`config.mk`:
```
export PLATFORM = sky130hd
export DESIGN_NAME = cgra_cfg_arbiter_flat
export DESIGN_NICKNAME = d
export VERILOG_FILES = /design/src/rtl/cgra_cfg_arbiter_if.sv /design/src/rtl/cgra_cfg_arbiter.sv /design/src/flat_wrapper.sv
export SDC_FILE = /design/constraint.sdc
export NUM_CORES = 1
export LEC_CHECK = 0
export ABC_AREA = 1
export BUFFER_PORTS_ARGS = -buffer_cell sky130_fd_sc_hd__buf_2
export CORE_AREA = 2 2 173 175
export DETAILED_ROUTE_END_ITERATION = 16
export DIE_AREA = 0 0 175 177
export MAX_ROUTING_LAYER = met4
export RECOVER_POWER = 100
export SLEW_MARGIN = 30
export SYNTH_ARGS = -nofsm -noshare
export SYNTH_HDL_FRONTEND = slang
export SYNTH_SLANG_ARGS = --single-unit
```
`constraint.sdc`:
```
create_clock -name clk -period 3.7 [get_ports clk]
set_input_delay 0.925 -clock clk [delete_from_list [all_inputs] [get_ports clk]]
set_output_delay 0.925 -clock clk [all_outputs]
set_load 0.01 [all_outputs]
```
`src/rtl/cgra_cfg_arbiter_if.sv`:
```
// rtl/cgra_cfg_arbiter_if.sv - master-side command/response and CGRA cfg port bundle
interface cgra_cfg_arbiter_if #(
    parameter int NUM_REQ             = 4,
    parameter int CGRA_CFG_ADDR_WIDTH = 32,
    parameter int CGRA_CFG_DATA_WIDTH = 32
);
    logic [NUM_REQ-1:0]                          req_valid;
    logic [NUM_REQ-1:0]                          req_ready;
    logic [NUM_REQ-1:0]                          req_write;
    logic [NUM_REQ-1:0]                          req_last;
    logic [NUM_REQ-1:0][CGRA_CFG_ADDR_WIDTH-1:0] req_addr;
    logic [NUM_REQ-1:0][CGRA_CFG_DATA_WIDTH-1:0] req_wdata;
    logic [NUM_REQ-1:0]                          rsp_valid;
    logic [CGRA_CFG_DATA_WIDTH-1:0]              rsp_rdata;
    logic                                        cfg_wr_en;
    logic [CGRA_CFG_ADDR_WIDTH-1:0]              cfg_wr_addr;
    logic [CGRA_CFG_DATA_WIDTH-1:0]              cfg_wr_data;
    logic                                        cfg_rd_en;
    logic [CGRA_CFG_ADDR_WIDTH-1:0]              cfg_rd_addr;
    logic [CGRA_CFG_DATA_WIDTH-1:0]              cfg_rd_data;
    logic                                        busy;

    // Arbiter view.
    modport slave (
        input  req_valid, req_write, req_last, req_addr, req_wdata, cfg_rd_data,
        output req_ready, rsp_valid, rsp_rdata,
        output cfg_wr_en, cfg_wr_addr, cfg_wr_data, cfg_rd_en, cfg_rd_addr, busy
    );

    // Masters plus CGRA view.
    modport master (
        output req_valid, req_write, req_last, req_addr, req_wdata, cfg_rd_data,
        input  req_ready, rsp_valid, rsp_rdata,
        input  cfg_wr_en, cfg_wr_addr, cfg_wr_data, cfg_rd_en, cfg_rd_addr, busy
    );
endinterface

```
`src/rtl/cgra_cfg_arbiter.sv`:
```
// rtl/cgra_cfg_arbiter.sv - round-robin cfg port arbiter with burst lock and read return
module cgra_cfg_arbiter #(
    parameter int NUM_REQ             = 4,
    parameter int CGRA_CFG_ADDR_WIDTH = 32,
    parameter int CGRA_CFG_DATA_WIDTH = 32
) (
    input logic                 clk,
    input logic                 reset_n,
    cgra_cfg_arbiter_if.slave   bus
);
    localparam int IDW = (NUM_REQ > 1) ? $clog2(NUM_REQ) : 1;
    typedef logic [IDW-1:0] id_t;
    typedef enum logic {ST_IDLE, ST_LOCKED} state_t;

    state_t state_q, state_d;
    id_t    owner_q, owner_d;
    id_t    rr_ptr_q, rr_ptr_d;
    id_t    rd_id_q, rd_id_d;
    id_t    grant_idx, scan_idx, sel;
    logic   grant_found, hs, hs_wr, hs_rd;
    logic [NUM_REQ-1:0] ready_c;

    logic                           cfg_wr_en_q, cfg_wr_en_d, cfg_rd_en_q, cfg_rd_en_d;
    logic [CGRA_CFG_ADDR_WIDTH-1:0] cfg_wr_addr_q, cfg_wr_addr_d, cfg_rd_addr_q, cfg_rd_addr_d;
    logic [CGRA_CFG_DATA_WIDTH-1:0] cfg_wr_data_q, cfg_wr_data_d;
    logic [NUM_REQ-1:0]             rsp_valid_q, rsp_valid_d;
    logic [CGRA_CFG_DATA_WIDTH-1:0] rsp_rdata_q, rsp_rdata_d;

    // First valid master at or after rr_ptr, wrapping.
    always_comb begin
        grant_found = 1'b0;
        grant_idx   = '0;
        scan_idx    = '0;
        for (int k = 0; k < NUM_REQ; k++) begin
            scan_idx = id_t'((int'(rr_ptr_q) + k) % NUM_REQ);
            if (!grant_found && bus.req_valid[scan_idx]) begin
                grant_found = 1'b1;
                grant_idx   = scan_idx;
            end
        end
    end

    always_comb begin
        state_d  = state_q;
        owner_d  = owner_q;
        rr_ptr_d = rr_ptr_q;
        ready_c  = '0;
        sel      = (state_q == ST_LOCKED) ? owner_q : grant_idx;
        case (state_q)
            ST_IDLE:   ready_c[grant_idx] = grant_found;
            ST_LOCKED: ready_c[owner_q]   = bus.req_valid[owner_q];
            default:   ready_c = '0;
        endcase
        if (!reset_n) ready_c = '0;
        hs = |(bus.req_valid & ready_c);
        if (hs) begin
            if (bus.req_last[sel]) begin
                // A whole burst counts as one turn: the pointer moves only here.
                state_d  = ST_IDLE;
                rr_ptr_d = (sel == id_t'(NUM_REQ - 1)) ? '0 : sel + id_t'(1);
            end else begin
                state_d = ST_LOCKED;
                owner_d = sel;
            end
        end
    end

    always_comb begin
        hs_wr         = hs & bus.req_write[sel];
        hs_rd         = hs & ~bus.req_write[sel];
        cfg_wr_en_d   = hs_wr;
        cfg_wr_addr_d = hs_wr ? bus.req_addr[sel]  : '0;
        cfg_wr_data_d = hs_wr ? bus.req_wdata[sel] : '0;
        cfg_rd_en_d   = hs_rd;
        cfg_rd_addr_d = hs_rd ? bus.req_addr[sel]  : '0;
        rd_id_d       = sel;
        rsp_valid_d   = '0;
        if (cfg_rd_en_q) rsp_valid_d[rd_id_q] = 1'b1;
        rsp_rdata_d   = cfg_rd_en_q ? bus.cfg_rd_data : '0;
    end

    always_ff @(posedge clk or negedge reset_n) begin
        if (!reset_n) begin
            state_q       <= ST_IDLE;
            owner_q       <= '0;
            rr_ptr_q      <= '0;
            rd_id_q       <= '0;
            cfg_wr_en_q   <= 1'b0;
            cfg_wr_addr_q <= '0;
            cfg_wr_data_q <= '0;
            cfg_rd_en_q   <= 1'b0;
            cfg_rd_addr_q <= '0;
            rsp_valid_q   <= '0;
            rsp_rdata_q   <= '0;
        end else begin
            state_q       <= state_d;
            owner_q       <= owner_d;
            rr_ptr_q      <= rr_ptr_d;
            rd_id_q       <= rd_id_d;
            cfg_wr_en_q   <= cfg_wr_en_d;
            cfg_wr_addr_q <= cfg_wr_addr_d;
            cfg_wr_data_q <= cfg_wr_data_d;
            cfg_rd_en_q   <= cfg_rd_en_d;
            cfg_rd_addr_q <= cfg_rd_addr_d;
            rsp_valid_q   <= rsp_valid_d;
            rsp_rdata_q   <= rsp_rdata_d;
        end
    end

    assign bus.req_ready   = ready_c;
    assign bus.cfg_wr_en   = cfg_wr_en_q;
    assign bus.cfg_wr_addr = cfg_wr_addr_q;
    assign bus.cfg_wr_data = cfg_wr_data_q;
    assign bus.cfg_rd_en   = cfg_rd_en_q;
    assign bus.cfg_rd_addr = cfg_rd_addr_q;
    assign bus.rsp_valid   = rsp_valid_q;
    assign bus.rsp_rdata   = rsp_rdata_q;
    assign bus.busy        = (state_q == ST_LOCKED) | cfg_wr_en_q | cfg_rd_en_q | (|rsp_valid_q);
endmodule
```
`src/flat_wrapper.sv`:
```
// flat-port wrapper written by rule: the top's interface ports become plain ports
module cgra_cfg_arbiter_flat 
#(
    parameter int NUM_REQ             = 4,
    parameter int CGRA_CFG_ADDR_WIDTH = 32,
    parameter int CGRA_CFG_DATA_WIDTH = 32
)
  (clk, reset_n, bus_req_valid, bus_req_write, bus_req_last, bus_req_addr, bus_req_wdata, bus_cfg_rd_data, bus_req_ready, bus_rsp_valid, bus_rsp_rdata, bus_cfg_wr_en, bus_cfg_wr_addr, bus_cfg_wr_data, bus_cfg_rd_en, bus_cfg_rd_addr, bus_busy);
  cgra_cfg_arbiter_if #(.NUM_REQ(NUM_REQ), .CGRA_CFG_ADDR_WIDTH(CGRA_CFG_ADDR_WIDTH), .CGRA_CFG_DATA_WIDTH(CGRA_CFG_DATA_WIDTH)) bus_i ();
  input logic clk;
  input logic reset_n;
  input wire logic [$bits(bus_i.req_valid)-1:0] bus_req_valid;
  input wire logic [$bits(bus_i.req_write)-1:0] bus_req_write;
  input wire logic [$bits(bus_i.req_last)-1:0] bus_req_last;
  input wire logic [$bits(bus_i.req_addr)-1:0] bus_req_addr;
  input wire logic [$bits(bus_i.req_wdata)-1:0] bus_req_wdata;
  input wire logic [$bits(bus_i.cfg_rd_data)-1:0] bus_cfg_rd_data;
  output wire logic [$bits(bus_i.req_ready)-1:0] bus_req_ready;
  output wire logic [$bits(bus_i.rsp_valid)-1:0] bus_rsp_valid;
  output wire logic [$bits(bus_i.rsp_rdata)-1:0] bus_rsp_rdata;
  output wire logic [$bits(bus_i.cfg_wr_en)-1:0] bus_cfg_wr_en;
  output wire logic [$bits(bus_i.cfg_wr_addr)-1:0] bus_cfg_wr_addr;
  output wire logic [$bits(bus_i.cfg_wr_data)-1:0] bus_cfg_wr_data;
  output wire logic [$bits(bus_i.cfg_rd_en)-1:0] bus_cfg_rd_en;
  output wire logic [$bits(bus_i.cfg_rd_addr)-1:0] bus_cfg_rd_addr;
  output wire logic [$bits(bus_i.busy)-1:0] bus_busy;
  assign bus_i.req_valid = bus_req_valid;
  assign bus_i.req_write = bus_req_write;
  assign bus_i.req_last = bus_req_last;
  assign bus_i.req_addr = bus_req_addr;
  assign bus_i.req_wdata = bus_req_wdata;
  assign bus_i.cfg_rd_data = bus_cfg_rd_data;
  assign bus_req_ready = bus_i.req_ready;
  assign bus_rsp_valid = bus_i.rsp_valid;
  assign bus_rsp_rdata = bus_i.rsp_rdata;
  assign bus_cfg_wr_en = bus_i.cfg_wr_en;
  assign bus_cfg_wr_addr = bus_i.cfg_wr_addr;
  assign bus_cfg_wr_data = bus_i.cfg_wr_data;
  assign bus_cfg_rd_en = bus_i.cfg_rd_en;
  assign bus_cfg_rd_addr = bus_i.cfg_rd_addr;
  assign bus_busy = bus_i.busy;
  cgra_cfg_arbiter #(.NUM_REQ(NUM_REQ), .CGRA_CFG_ADDR_WIDTH(CGRA_CFG_ADDR_WIDTH), .CGRA_CFG_DATA_WIDTH(CGRA_CFG_DATA_WIDTH)) u_core (.clk(clk), .reset_n(reset_n), .bus(bus_i));
endmodule
```
# After elaboration in Yosys (flattened, before gate mapping)
# Index checks and enable logic that the tools add are counted.
[totals]
regBits = 141
inputBits = 302
output_inout_bits = 139
wordCells = 93
[classes]
addsub = 4
magnitude_cmp = 11
n_eq_ne = 1
muxes = 42
bitwise = 11
reduce_logical = 13
[op_table]
columns = ["cell", "count"]
rows = [
  ["32-bit two-way mux", 6],
  ["32-bit binary-select mux with 2-bit select", 2],
  ["2-bit by 3-bit less-than comparator with 1-bit output, second input constant", 8],
  ["1-bit two-way mux", 15],
  ["1-bit binary-select mux with 2-bit select", 7],
  ["4-bit bitwise AND", 3],
  ["2-bit two-way mux", 6],
  ["4-bit two-way mux", 2],
  ["4-bit case mux with 2 select lines", 1],
  ["4-bit OR reduction", 2],
  ["1-bit demux with 2-bit select", 3],
  ["2-bit by 1-bit greater-or-equal comparator with 1-bit output, second input constant", 3],
  ["1-bit logical AND", 6],
  ["2-bit by 1-bit adder with 2-bit output, second input constant", 2],
  ["2-bit adder, second input constant", 2],
  ["2-bit AND reduction", 2],
  ["1-bit logical NOT", 3],
  ["1-bit NOT", 3],
  ["1-bit OR", 3],
  ["1-bit bitwise AND", 2],
  ["2-bit equality test, second input constant", 1],
]

# Logic depth before layout (Yosys ltp)
# Gate-level depths: netlist (run 1).
[depth]
ltp_word = 23
mapped_depth = 18

# Worst setup path before layout (run 1)
# OpenSTA, ideal clock, no wires.
[synth_path]
path_type = "input port to output port"
start = "input bus_req_valid[3]"
end = "output bus_req_ready[1]"
t_arrival_ns = 1.850
required_ns = 2.775
slack_ns = 0.925
stages = 9
n_path_buf = 0
cell_sequence = "inv_1 nand2_1 nand3_1 nand2_2 nor2_2 nand3_1 nand2_2 a21oi_1 nor2_1"
[synth_between]
elab_chain_len = 19
word_cells_on_any_way = 33
classes_between = "order compare: 2; mux: 22; bitwise: 2; reduce/logical: 7"
[synth_lines]
columns = ["element", "line_no", "text"]
rows = [
  ["from (decl)", "flat_wrapper.sv:12", "input wire logic [$bits(bus_i.req_valid)-1:0] bus_req_valid;"],
  ["1-bit binary-select mux with 2-bit select", "cgra_cfg_arbiter.sv:36", "if (!grant_found && bus.req_valid[scan_idx]) begin"],
  ["1-bit two-way mux (not written as such)", "cgra_cfg_arbiter.sv:36", ""],
  ["1-bit two-way mux", "cgra_cfg_arbiter.sv:36", ""],
  ["1-bit logical NOT", "cgra_cfg_arbiter.sv:36", ""],
  ["1-bit logical AND", "cgra_cfg_arbiter.sv:36", ""],
  ["1-bit two-way mux", "cgra_cfg_arbiter.sv:36", ""],
  ["1-bit logical NOT", "cgra_cfg_arbiter.sv:36", ""],
  ["1-bit logical AND", "cgra_cfg_arbiter.sv:36", ""],
  ["[... 3 more ...]", "--", ""],
  ["2-bit two-way mux", "cgra_cfg_arbiter.sv:36", ""],
  ["2-bit by 3-bit less-than comparator with 1-bit output (not written as such) or 2-bit by 1-bit greater-or-equal comparator with 1-bit output (tied branches)", "cgra_cfg_arbiter.sv:50", "ST_IDLE: ready_c[grant_idx] = grant_found;"],
  ["1-bit logical AND (not written as such)", "cgra_cfg_arbiter.sv:50", ""],
  ["1-bit two-way mux (not written as such)", "cgra_cfg_arbiter.sv:50", ""],
  ["1-bit demux with 2-bit select", "--", ""],
  ["4-bit bitwise AND (no line)", "--", ""],
  ["4-bit case mux with 2 select lines (*)", "cgra_cfg_arbiter.sv:49", "case (state_q)"],
  ["4-bit two-way mux (*)", "cgra_cfg_arbiter.sv:54", "if (!reset_n) ready_c = '0;"],
  ["to (decl)", "flat_wrapper.sv:18", "output wire logic [$bits(bus_i.req_ready)-1:0] bus_req_ready;"],
]
# Mark *: on every way between the ends. The rest lies on a longest branch, timed or not. The select of a mux whose other input is x is not followed.

# Final worst setup path (run 1)
[layout_path]
start = "register u_core.rr_ptr_q[0]"
end = "output bus_req_ready[0]"
[layout_between]
elab_chain_len = 19
word_cells_on_any_way = 33
classes_between = "add/sub: 3; order compare: 2; mux: 20; bitwise: 1; reduce/logical: 7"
[layout_lines]
columns = ["element", "line_no", "text"]
rows = [
  ["from (decl)", "cgra_cfg_arbiter.sv:17", "id_t rr_ptr_q, rr_ptr_d;"],
  ["from (signal assigned)", "cgra_cfg_arbiter.sv:98", "rr_ptr_q <= rr_ptr_d;"],
  ["parallel branches: the longest is 16 deep, another holds 2-bit by 3-bit less-than comparator with 1-bit output", "--", ""],
  ["4-bit bitwise AND (no line) (*)", "--", ""],
  ["4-bit case mux with 2 select lines (*)", "cgra_cfg_arbiter.sv:49", ""],
  ["4-bit two-way mux (*)", "cgra_cfg_arbiter.sv:54", ""],
]
# Mark *: on every way between the ends. The select of a mux whose other input is x is not followed.

==> results of run 1 <==
## per-layer routing
metal	vias to the layer above	global-route usage (%)	wire length (um)
met5	-	-	0
met4	0	5.42	483
met3	35	3.41	1850
met2	347	29.8	13500
met1	3618	19.9	10800
li1	4019	-	-
## final timing paths
kind | startpoint | slack [ns] | cells past startpoint | to
setup / recovery | u_core.rr_ptr_q[0] | 0.40 | 11 | bus_req_ready[0]
hold / removal | u_core.rd_id_q[1] | 0.47 | 1 | u_core.bus.rsp_valid[1]
setup reg to reg | u_core.rr_ptr_q[0] | 0.47 | 15 | u_core.bus.cfg_rd_addr[19]
hold reg to reg | u_core.rd_id_q[1] | 0.47 | 1 | u_core.bus.rsp_valid[1]
max in group asynchronous | reset_n | 1.28 | 2 | u_core.bus.cfg_rd_addr[2]
min in group asynchronous | reset_n | 1.12 | 2 | u_core.bus.cfg_rd_addr[31]
## logic make-up (layout without fill, tap and decap cells)
logic type / Yosys count / count (layout)
flops: 141 / 141
compound gates: 42 / 42
fa+ha+maj: 1 / 1
simple gates: 660 / 660
buf+inv: 213 / 638
## worst max-delay path, cell delays in order (launching register included)
cell	delay (ns)
dfrtp_1	0.59
inv_2	0.15
nand2_1	0.11
nand2_2	0.07
nand2_1	0.06
nand2_1	0.08
a21oi_1	0.14
nand2_1	0.12
nand3_4	0.19
nand2_1	0.11
nor2_1	0.17
clkbuf_1	0.17
## synth_stat cells
| cell | number | share of area [%] |
|---|---|---|
| o21ai_0 | 22 | 1.4 |
| o21ai_1 | 13 | 0.85 |
| buf_12 | 5 | 1.3 |
| a21oi_1 | 6 | 0.39 |
| buf_6 | 2 | 0.29 |
| nor2_1 | 87 | 4.3 |
| nand2_4 | 1 | 0.15 |
| nand3_4 | 1 | 0.23 |
| nand3_2 | 1 | 0.13 |
| inv_1 | 146 | 7.1 |
| buf_2 | 22 | 1.4 |
| nand4_1 | 3 | 0.24 |
| dfrtp_1 | 141 | 46 |
| buf_8 | 1 | 0.20 |
| and2_1 | 1 | 0.082 |
| nand3_1 | 123 | 8.0 |
| o21ai_2 | 1 | 0.11 |
| nor3_1 | 5 | 0.33 |
| ha_1 | 1 | 0.16 |
| clkbuf_1 | 16 | 0.78 |
| buf_4 | 12 | 1.2 |
| nand3b_1 | 32 | 3.1 |
| inv_2 | 5 | 0.24 |
| nand2_2 | 7 | 0.57 |
| nor2_2 | 53 | 4.3 |
| buf_1 | 4 | 0.20 |
| nand2_1 | 346 | 17 |
## registers in the layout, summed over array words and instances (netlist names)
name and flops:
u_core.bus.cfg_rd_addr 32, u_core.bus.cfg_rd_en 1, u_core.bus.cfg_wr_addr 32, u_core.bus.cfg_wr_data 32
u_core.bus.cfg_wr_en 1, u_core.bus.rsp_rdata 32, u_core.bus.rsp_valid 4, u_core.owner_q 2
u_core.rd_id_q 2, u_core.rr_ptr_q 2, u_core.state_q 1
## metrics by stage
| step | power (W) | util, % | hold slack, ns | instances | worst slack (ns) |
|---|---|---|---|---|---|
| floorplan | 0.00756 | - | 0.432 | 1057 | 0.925 |
| global placement | 0.00928 | 34.8 | 0.443 | 1840 | 0.433 |
| detailed placement | 0.00935 | 34.8 | 0.450 | 1840 | 0.414 |
| CTS | 0.0112 | 36.9 | 0.465 | 1872 | 0.389 |
| global route | 0.0117 | 35.9 | 0.479 | 1872 | 0.107 |
| finish | 0.0106 | 35.9 | 0.470 | 1872 | 0.396 |
## power by group
part	internal (W)	total, W	switching, W
Combinational	0.00202	0.00665	0.00463
Clock	0.00108	0.00177	0.000685
Sequential	0.00201	0.00219	0.000176
## area by class of cell
type / count / area (sq um)
Clock buffer: 20 / 447
Tap cell: 390 / 488
Timing Repair Buffer: 455 / 2190
Multi-Input combinational cell: 703 / 3110
Fill cell: 3230 / 18800
Inverter: 151 / 567
Clock inverter: 12 / 163
Sequential cell: 141 / 3530
## placed cells by master (no fill, tap or decap), types with 5 or more instances in the layout
cell type / n
nand3b_1: 32
buf_12: 5
o21ai_1: 12
dfrtp_1: 141
clkbuf_16: 17
buf_2: 300
inv_2: 5
nand2_2: 6
nor2_2: 13
nand3_1: 123
nand2_1: 345
clkbuf_1: 143
o21ai_0: 22
a21oi_1: 6
nor2_1: 127
nor3_1: 5
inv_1: 146
clkinv_4: 5
==> metrics.cfg, run 1 <==
[clocking]
clockBufferDepth=2
hold_buffers=0
cts.sinks=141
htreeDepth=4
cts-root-buf=clkbuf_16
postCtsSetupBuffers=0
cts_resized=0
cts_inserted_buffers=17
clk_pin_slew_ns=0.07
cts_tree=yes
clock_latency_ns=0.42

[place]
post-dp-hpwl_um=20000
portBuffers=440
place.gp.congestion=0.859
place_area_sq_mm=0.0102

[synth]
ys_types=27
synth_area_sq_mm=0.00768
synth-xor-area-share_pct=0
synth-simple-area-share_pct=38.4
ys_warn_count=0
syn_area_per_cell_sq_um=7.27
synth_seq_cells=141
synth_compound_area_share_pct=2.79
synthAdderAreaFrac_pct=0.163
synthCells=1057
ys_seq_area_share_pct=45.9
synth.mux.area_fraction_pct=0
synth_top_family_by_area=simple AND/OR/NAND/NOR gates
synth.net_count=1360

[grt]
grt_pass1_wl_um=39900
grt_antenna_before_repair=1
grt_overflow=0
grt_max_degree=142
grt_pass1_vias=7620
grtUsageTotal_pct=17.1

[power_and_ir_drop]
power.leakage_nw=6.07
powerDensity_mw_per_mm2=1010
ir_drop_uv=477

[floorplan]
start_util_pct=26.3
io_pins=441
core_sq_mm=0.0292
die_h_um=177
die_w_um=175
die-area_sq_mm=0.0310
rows=63

[timing]
rsz0062_at_grt=false
min_period_over_period_pct=89.3
hold_viol=0
worst_slew_pin_slew_ns=1.95
fmax_mhz=303
tns_ns=0
finClkSkew_ns=0.0116
finalCriticalPeriod_ns=3.30
slew_violations=176
finalSetupViolCount=0
relSlewSlack_pct=-29.8

[critical_path]
crit_required_ns=2.77
path_max_fanout=12
endpoint_kind=output pin
arrival_ns=2.38
critPathLaunchType=register
critical_path_class=register to output pin

[routing]
routed-via-count=8019
wl_per_cell_um=14.2
postRouteAntennaNets=0
first_iter_violations=415
drc=0
firstDrtPassIters=6
wl_um=26600
vias_per_cell=4.28

[layout]
layout-drive-gt1-share_pct=25.3
nets=1772
synthToLayoutAreaGrowth_pct=36.6
antenna_cells=0
postLayoutCellArea_sq_mm=0.0105

[hold_path]
hold_path.class=register to register

[status]
status=complete, but fails checks
violations=max-capacitance violations, max-slew violations

[run]
drv_cap=2

Note: power is estimated with default switching activity, not from simulation.
==> inputs of run 2 (changes only) <==
CORE_AREA = 2 2 169 171   (was 2 2 173 175)
DIE_AREA = 0 0 171 173   (was 0 0 175 177)
==> run 2 against run 1 <==
Via count rose by 1.3%. Highest routed layer unchanged. Global-route usage rose by 1.9 points. The flow still finishes with violations (max-capacitance violations, max-slew violations). Clock skew rose by 0.0052 ns. Non-clock buffer count fell by 3. Core utilization rose by 2.1 points. Fmax fell by 2.9%. Final cell count fell by 0.53%.
==> metrics.cfg, run 2 (synthesized netlist as in run 1, its figures left out) <==
[critical_path]
path_max_fanout=12  ; unchanged
endpoint_kind=output pin  ; unchanged
critical_path_class=register to output pin  ; unchanged
reg2reg_slack_ns=0.36  ; was 0.47 ns
arrival_ns=2.48  ; was 2.38 ns
crit_required_ns=2.77  ; about the same
critPathLaunchType=register  ; unchanged

[clocking]
htreeDepth=4  ; unchanged
cts-root-buf=clkbuf_16  ; unchanged
cts.sinks=141  ; unchanged
postCtsSetupBuffers=0  ; unchanged
cts_resized=0  ; unchanged
hold_buffers=0  ; unchanged
clk_pin_slew_ns=0.07  ; about the same
clockBufferDepth=2  ; unchanged
clock_latency_ns=0.42  ; about the same
cts_inserted_buffers=17  ; unchanged
cts_tree=yes  ; unchanged

[layout]
nets=1769  ; was 1772
final_cell_mix=nand2_1 (346), buf_2 (300), inv_1 (146)  ; was nand2_1 (345), buf_2 (300), inv_1 (146)
layout-drive-gt1-share_pct=27.8  ; was 25.3%
multiInputGateArea_sq_mm=0.00319  ; was 0.00311 sq mm
final_common_cell=nand2_1  ; unchanged
fillers=3040  ; was 3230
synthToLayoutAreaGrowth_pct=36.7  ; was 36.6%
seq_area_sq_mm=0.00353  ; unchanged

[timing]
finalSetupViolCount=0  ; unchanged
fin_ws_ns=0.298  ; was 0.396 ns
finalCriticalPeriod_ns=3.40  ; was 3.30 ns
hold_viol=0  ; unchanged
min_period_over_period_pct=92.0  ; was 89.3%
rsz0062_at_grt=false  ; unchanged
relSlewSlack_pct=-24.1  ; was -29.8%
finClkSkew_ns=0.0168  ; was 0.0116 ns
fmax_mhz=294  ; was 303 MHz
hold_ws_ns=0.464  ; was 0.470 ns
worst_slew_pin_slew_ns=1.86  ; was 1.95 ns
tns_ns=0  ; unchanged
slew_violations=143  ; was 176

[routing]
drc=0  ; unchanged
postRouteAntennaNets=0  ; unchanged
wl_per_cell_um=15.0  ; was 14.2 um
vias_per_cell=4.36  ; was 4.28
wl_um=27900  ; was 26600 um
routed-via-count=8120  ; was 8019
met3_length_um=2170  ; was 1850 um
first_iter_violations=464  ; was 415
wl_met1_um=11200  ; was 10800 um
top_layer=met4  ; unchanged
firstDrtPassIters=6  ; unchanged
wl_met2_um=13900  ; was 13500 um

[place]
place_ws_ns=0.396  ; was 0.414 ns
post-dp-hpwl_um=20400  ; was 20000 um
portBuffers=440  ; unchanged
place.gp.congestion=0.888  ; was 0.859

[grt]
grt_pass1_wl_um=42300  ; was 39900 um
grt_overflow=0  ; unchanged
grt_antenna_before_repair=5  ; was 1
grt_pass1_vias=8022  ; was 7620
grtUsageTotal_pct=19.0  ; was 17.1%
grt_max_degree=99  ; was 142

[floorplan]
io_pins=441  ; unchanged
start_util_pct=27.8  ; was 26.3%
core_sq_mm=0.0276  ; was 0.0292 sq mm
rows=61  ; was 63
die_h_um=173  ; was 177 um
die-area_sq_mm=0.0296  ; was 0.0310 sq mm
die_w_um=171  ; was 175 um

[status]
status=complete, but fails checks  ; unchanged
violations=max-capacitance violations, max-slew violations  ; unchanged

[run]
drv_cap=2  ; unchanged

[power_and_ir_drop]
powerDensity_mw_per_mm2=1010  ; about the same
ir_drop_uv=702  ; was 477 uV
power.leakage_nw=6.03  ; was 6.07 nW

[hold_path]
hold_path.class=register to register  ; unchanged

-- run 2: changes by cell type in the layout (fill, tap and decap cells not counted), sizes merged --
cell / previous run / this run
buf: 309 / 308
bufinv: 3 / 1
clkbuf: 166 / 163
clkinv: 6 / 4
diode: 0 / 5
inv: 152 / 157
-- run 2: cell type report --
type                            count  area share [%]
Timing Repair Buffer              452            20.6
Inverter                          151            5.42
Sequential cell                   141            33.6
Clock inverter                     13            1.25
Antenna cell                        5           0.119
Clock buffer                       19            4.12
Tap cell                          378            4.51
Multi-Input combinational cell    703            30.4
-- run 2: critical path: stages, from the launching register on --
cell and delay [ns]:
dfrtp_1 0.64, inv_2 0.16, nand2_1 0.13, nand3_1 0.11
nand2_2 0.12, nor2_1 0.06, nor2_2 0.08, nand2_2 0.08
nand3_2 0.17, nand2_1 0.10, nor2_1 0.20, clkbuf_1 0.18
-- run 2: path summary, 6_finish.rpt --
kind | start | to | cells after the start
setup / recovery | u_core.rr_ptr_q[0] | bus_req_ready[2] | 11
hold / removal | u_core.rd_id_q[1] | u_core.bus.rsp_valid[0] | 1
setup reg to reg | u_core.rr_ptr_q[0] | u_core.bus.cfg_wr_data[22] | 14
hold reg to reg | u_core.rd_id_q[1] | u_core.bus.rsp_valid[0] | 1
max in group asynchronous | reset_n | u_core.bus.rsp_rdata[24] | 2
min in group asynchronous | reset_n | u_core.bus.rsp_rdata[29] | 2
-- run 2: routing by layer --
| metal | vias to the layer above | GRT usage (%) |
|---|---|---|
| li1 | 4017 | - |
| met1 | 3700 | 21.3 |
| met2 | 363 | 32.3 |
| met3 | 40 | 4.94 |
| met4 | 0 | 7.34 |
| met5 | - | - |
-- run 2: metrics by stage --
| stage | utilization (%) | total power (W) | cells | area (sq um) |
|---|---|---|---|---|
| after floorplan | - | 0.00756 | 1057 | 7680 |
| after global placement | 36.7 | 0.00915 | 1825 | 10100 |
| after detailed placement | 36.7 | 0.00923 | 1825 | 10100 |
| after CTS | 38.7 | 0.0110 | 1857 | 10700 |
| after global routing | 38.0 | 0.0117 | 1862 | 10500 |
| final | 38.0 | 0.0106 | 1862 | 10500 |
-- run 2: where the power goes --
part	internal, W	switching, W
logic	0.00203	0.00473
registers	0.00201	0.000175
clock network	0.000944	0.000745
total	0.00499	0.00565
==> inputs of run 3 (changes only) <==
REMOVE_ABC_BUFFERS = 1   (was not set)
==> run 3 against run 2 <==
The run still ends with max-capacitance violations, max-slew violations left. Die area did not move. Register-to-register slack improved by 0.06 ns. Global-route usage fell by 0.68 points. Worst setup slack improved by 0.013 ns. Count of clock-buffer cells in the layout fell by 1. Largest power group unchanged. Wire length fell by 2.8%. Core utilization fell by 0.15 points. Power fell by 1.6%. Final cell count fell by 0.16%. Sequential cell count did not move.
==> metrics.cfg, run 3 (synthesized netlist as in run 1, its figures left out) <==
[place]
post-dp-hpwl_um=20200  ; was 20400 um
portBuffers=440  ; unchanged
place.gp.congestion=0.858  ; was 0.888
place_ws_ns=0.399  ; was 0.396 ns
place_inst=1825  ; unchanged

[power_and_ir_drop]
ir_drop_uv=745  ; was 702 uV
power_w=0.0105  ; was 0.0106 W
power.leakage_nw=6.03  ; about the same
powerDensity_mw_per_mm2=1000  ; was 1010 mW/mm^2

[critical_path]
reg2reg_slack_ns=0.42  ; was 0.36 ns
path_max_fanout=12  ; unchanged
endpoint_kind=output pin  ; unchanged
arrival_ns=2.46  ; was 2.48 ns
critical_path_class=register to output pin  ; unchanged
crit_required_ns=2.77  ; about the same
critPathLaunchType=register  ; unchanged

[routing]
drc=0  ; unchanged
postRouteAntennaNets=0  ; unchanged
vias_per_cell=4.34  ; was 4.36
wl_um=27100  ; was 27900 um
routed-via-count=8074  ; was 8120
wl_per_cell_um=14.6  ; was 15.0 um
first_iter_violations=375  ; was 464
firstDrtPassIters=4  ; was 6

[floorplan]
die_w_um=171  ; unchanged
rows=61  ; unchanged
die_h_um=173  ; unchanged
core_sq_mm=0.0276  ; unchanged
io_pins=441  ; unchanged
start_util_pct=27.8  ; unchanged
die-area_sq_mm=0.0296  ; unchanged

[timing]
finalCriticalPeriod_ns=3.39  ; was 3.40 ns
min_period_over_period_pct=91.6  ; was 92.0%
hold_viol=0  ; unchanged
slew_violations=120  ; was 143
rsz0062_at_grt=false  ; unchanged
worst_slew_pin_slew_ns=2.35  ; was 1.86 ns
tns_ns=0  ; unchanged
fmax_mhz=295  ; was 294 MHz
fin_ws_ns=0.311  ; was 0.298 ns
finalSetupViolCount=0  ; unchanged
finClkSkew_ns=0.0129  ; was 0.0168 ns
relSlewSlack_pct=-56.7  ; was -24.1%

[clocking]
clockBufferDepth=2  ; unchanged
cts.sinks=141  ; unchanged
cts_tree=yes  ; unchanged
postCtsSetupBuffers=0  ; unchanged
cts_inserted_buffers=17  ; unchanged
clock_latency_ns=0.42  ; about the same
clk_pin_slew_ns=0.07  ; about the same
cts_resized=0  ; unchanged
htreeDepth=4  ; unchanged
cts-root-buf=clkbuf_16  ; unchanged
hold_buffers=0  ; unchanged

[grt]
grt_pass1_vias=7872  ; was 8022
grt_antenna_before_repair=1  ; was 5
grt_overflow=0  ; unchanged
grtUsageTotal_pct=18.3  ; was 19.0%
grt_max_degree=109  ; was 99
grt_pass1_wl_um=41100  ; was 42300 um

[layout]
final_common_cell=nand2_1  ; unchanged
layout-drive-gt1-share_pct=26.6  ; was 27.8%
layoutNonFillerInstCount=1859  ; was 1862
final_cell_mix=nand2_1 (346), buf_2 (301), inv_1 (146)  ; was nand2_1 (346), buf_2 (300), inv_1 (146)
synthToLayoutAreaGrowth_pct=36.2  ; was 36.7%
fillers=3053  ; was 3040
nets=1769  ; unchanged

[run]
drv_cap=2  ; unchanged

[hold_path]
hold_path.class=primary input to async pin  ; was register to register

[status]
violations=max-capacitance violations, max-slew violations  ; unchanged
status=complete, but fails checks  ; unchanged

## run 3: cell types whose count changed in the layout (fill, tap and decap cells not counted), moves of 2 or more
cell,change
nor2_2,-19
diode_2,-3
clkbuf_1,-2
nor2_1,+19
inv_8,+2
clkinv_8,+2
o21ai_1,+10
o21ai_0,-10
nand2_4,-2
## run 3: area by class of cell
class | instances | area [sq um] | share of cell area (%)
Clock inverter | 14 | 144 | 1.38
Clock buffer | 18 | 439 | 4.20
Tap cell | 378 | 473 | 4.52
Timing Repair Buffer | 452 | 2150 | 20.5
Sequential cell | 141 | 3530 | 33.7
Inverter | 151 | 567 | 5.42
Antenna cell | 2 | 5.00 | 0.0479
Multi-Input combinational cell | 703 | 3150 | 30.2
## run 3: stage by stage
| stage | hold slack (ns) | utilization [%] | instance area, sq um |
|---|---|---|---|
| 2_1_floorplan | 0.432 | - | 7270 |
| 3_3_place_gp | 0.446 | 36.7 | 10100 |
| 3_5_place_dp | 0.445 | 36.7 | 10100 |
| 4_1_cts | 0.337 | 38.8 | 10700 |
| 5_1_grt | 0.341 | 37.8 | 10500 |
| 6_report | 0.352 | 37.8 | 10500 |
## run 3: layer usage
layer | share of wire (%) | GRT usage [%] | vias up
met4 | 1.5 | 4.73 | 0
met1 | 40 | 20.0 | 3699
met2 | 51 | 33.1 | 332
met5 | 0 | - | -
met3 | 7.1 | 4.33 | 28
li1 | - | - | 4015
## run 3: final timing paths
check | from | endpoint | depth (start not counted)
worst max-delay path | u_core.rr_ptr_q[0] | bus_req_ready[0] | 11
worst min-delay path | reset_n | u_core.bus.rsp_rdata[18] | 1
worst max register to register | u_core.rr_ptr_q[0] | u_core.bus.cfg_wr_data[4] | 16
worst min register to register | u_core.rd_id_q[0] | u_core.bus.rsp_valid[2] | 1
max in group asynchronous | reset_n | u_core.bus.cfg_wr_addr[20] | 2
min in group clk | u_core.rd_id_q[0] | u_core.bus.rsp_valid[2] | 1
## run 3: where the power goes
group | internal, W | total (W) | switching, W | leakage, nW
sequential | 0.00201 | 0.00218 | 0.000173 | 1.89
combinational | 0.00196 | 0.00658 | 0.00462 | 3.86
clock | 0.000916 | 0.00169 | 0.000776 | 0.284
total | 0.00489 | 0.0105 | 0.00557 | 6.03
## run 3: critical path, cell delays in order, from the launching register on
cell      delay (ns)
dfrtp_1         0.61
inv_2           0.16
nand2_1         0.12
nand2_2         0.07
nand2_1         0.06
nand2_1         0.07
a21oi_1         0.14
nand2_1         0.12
nand3_4         0.21
nand2_1         0.11
nor2_1          0.21
clkbuf_2        0.17
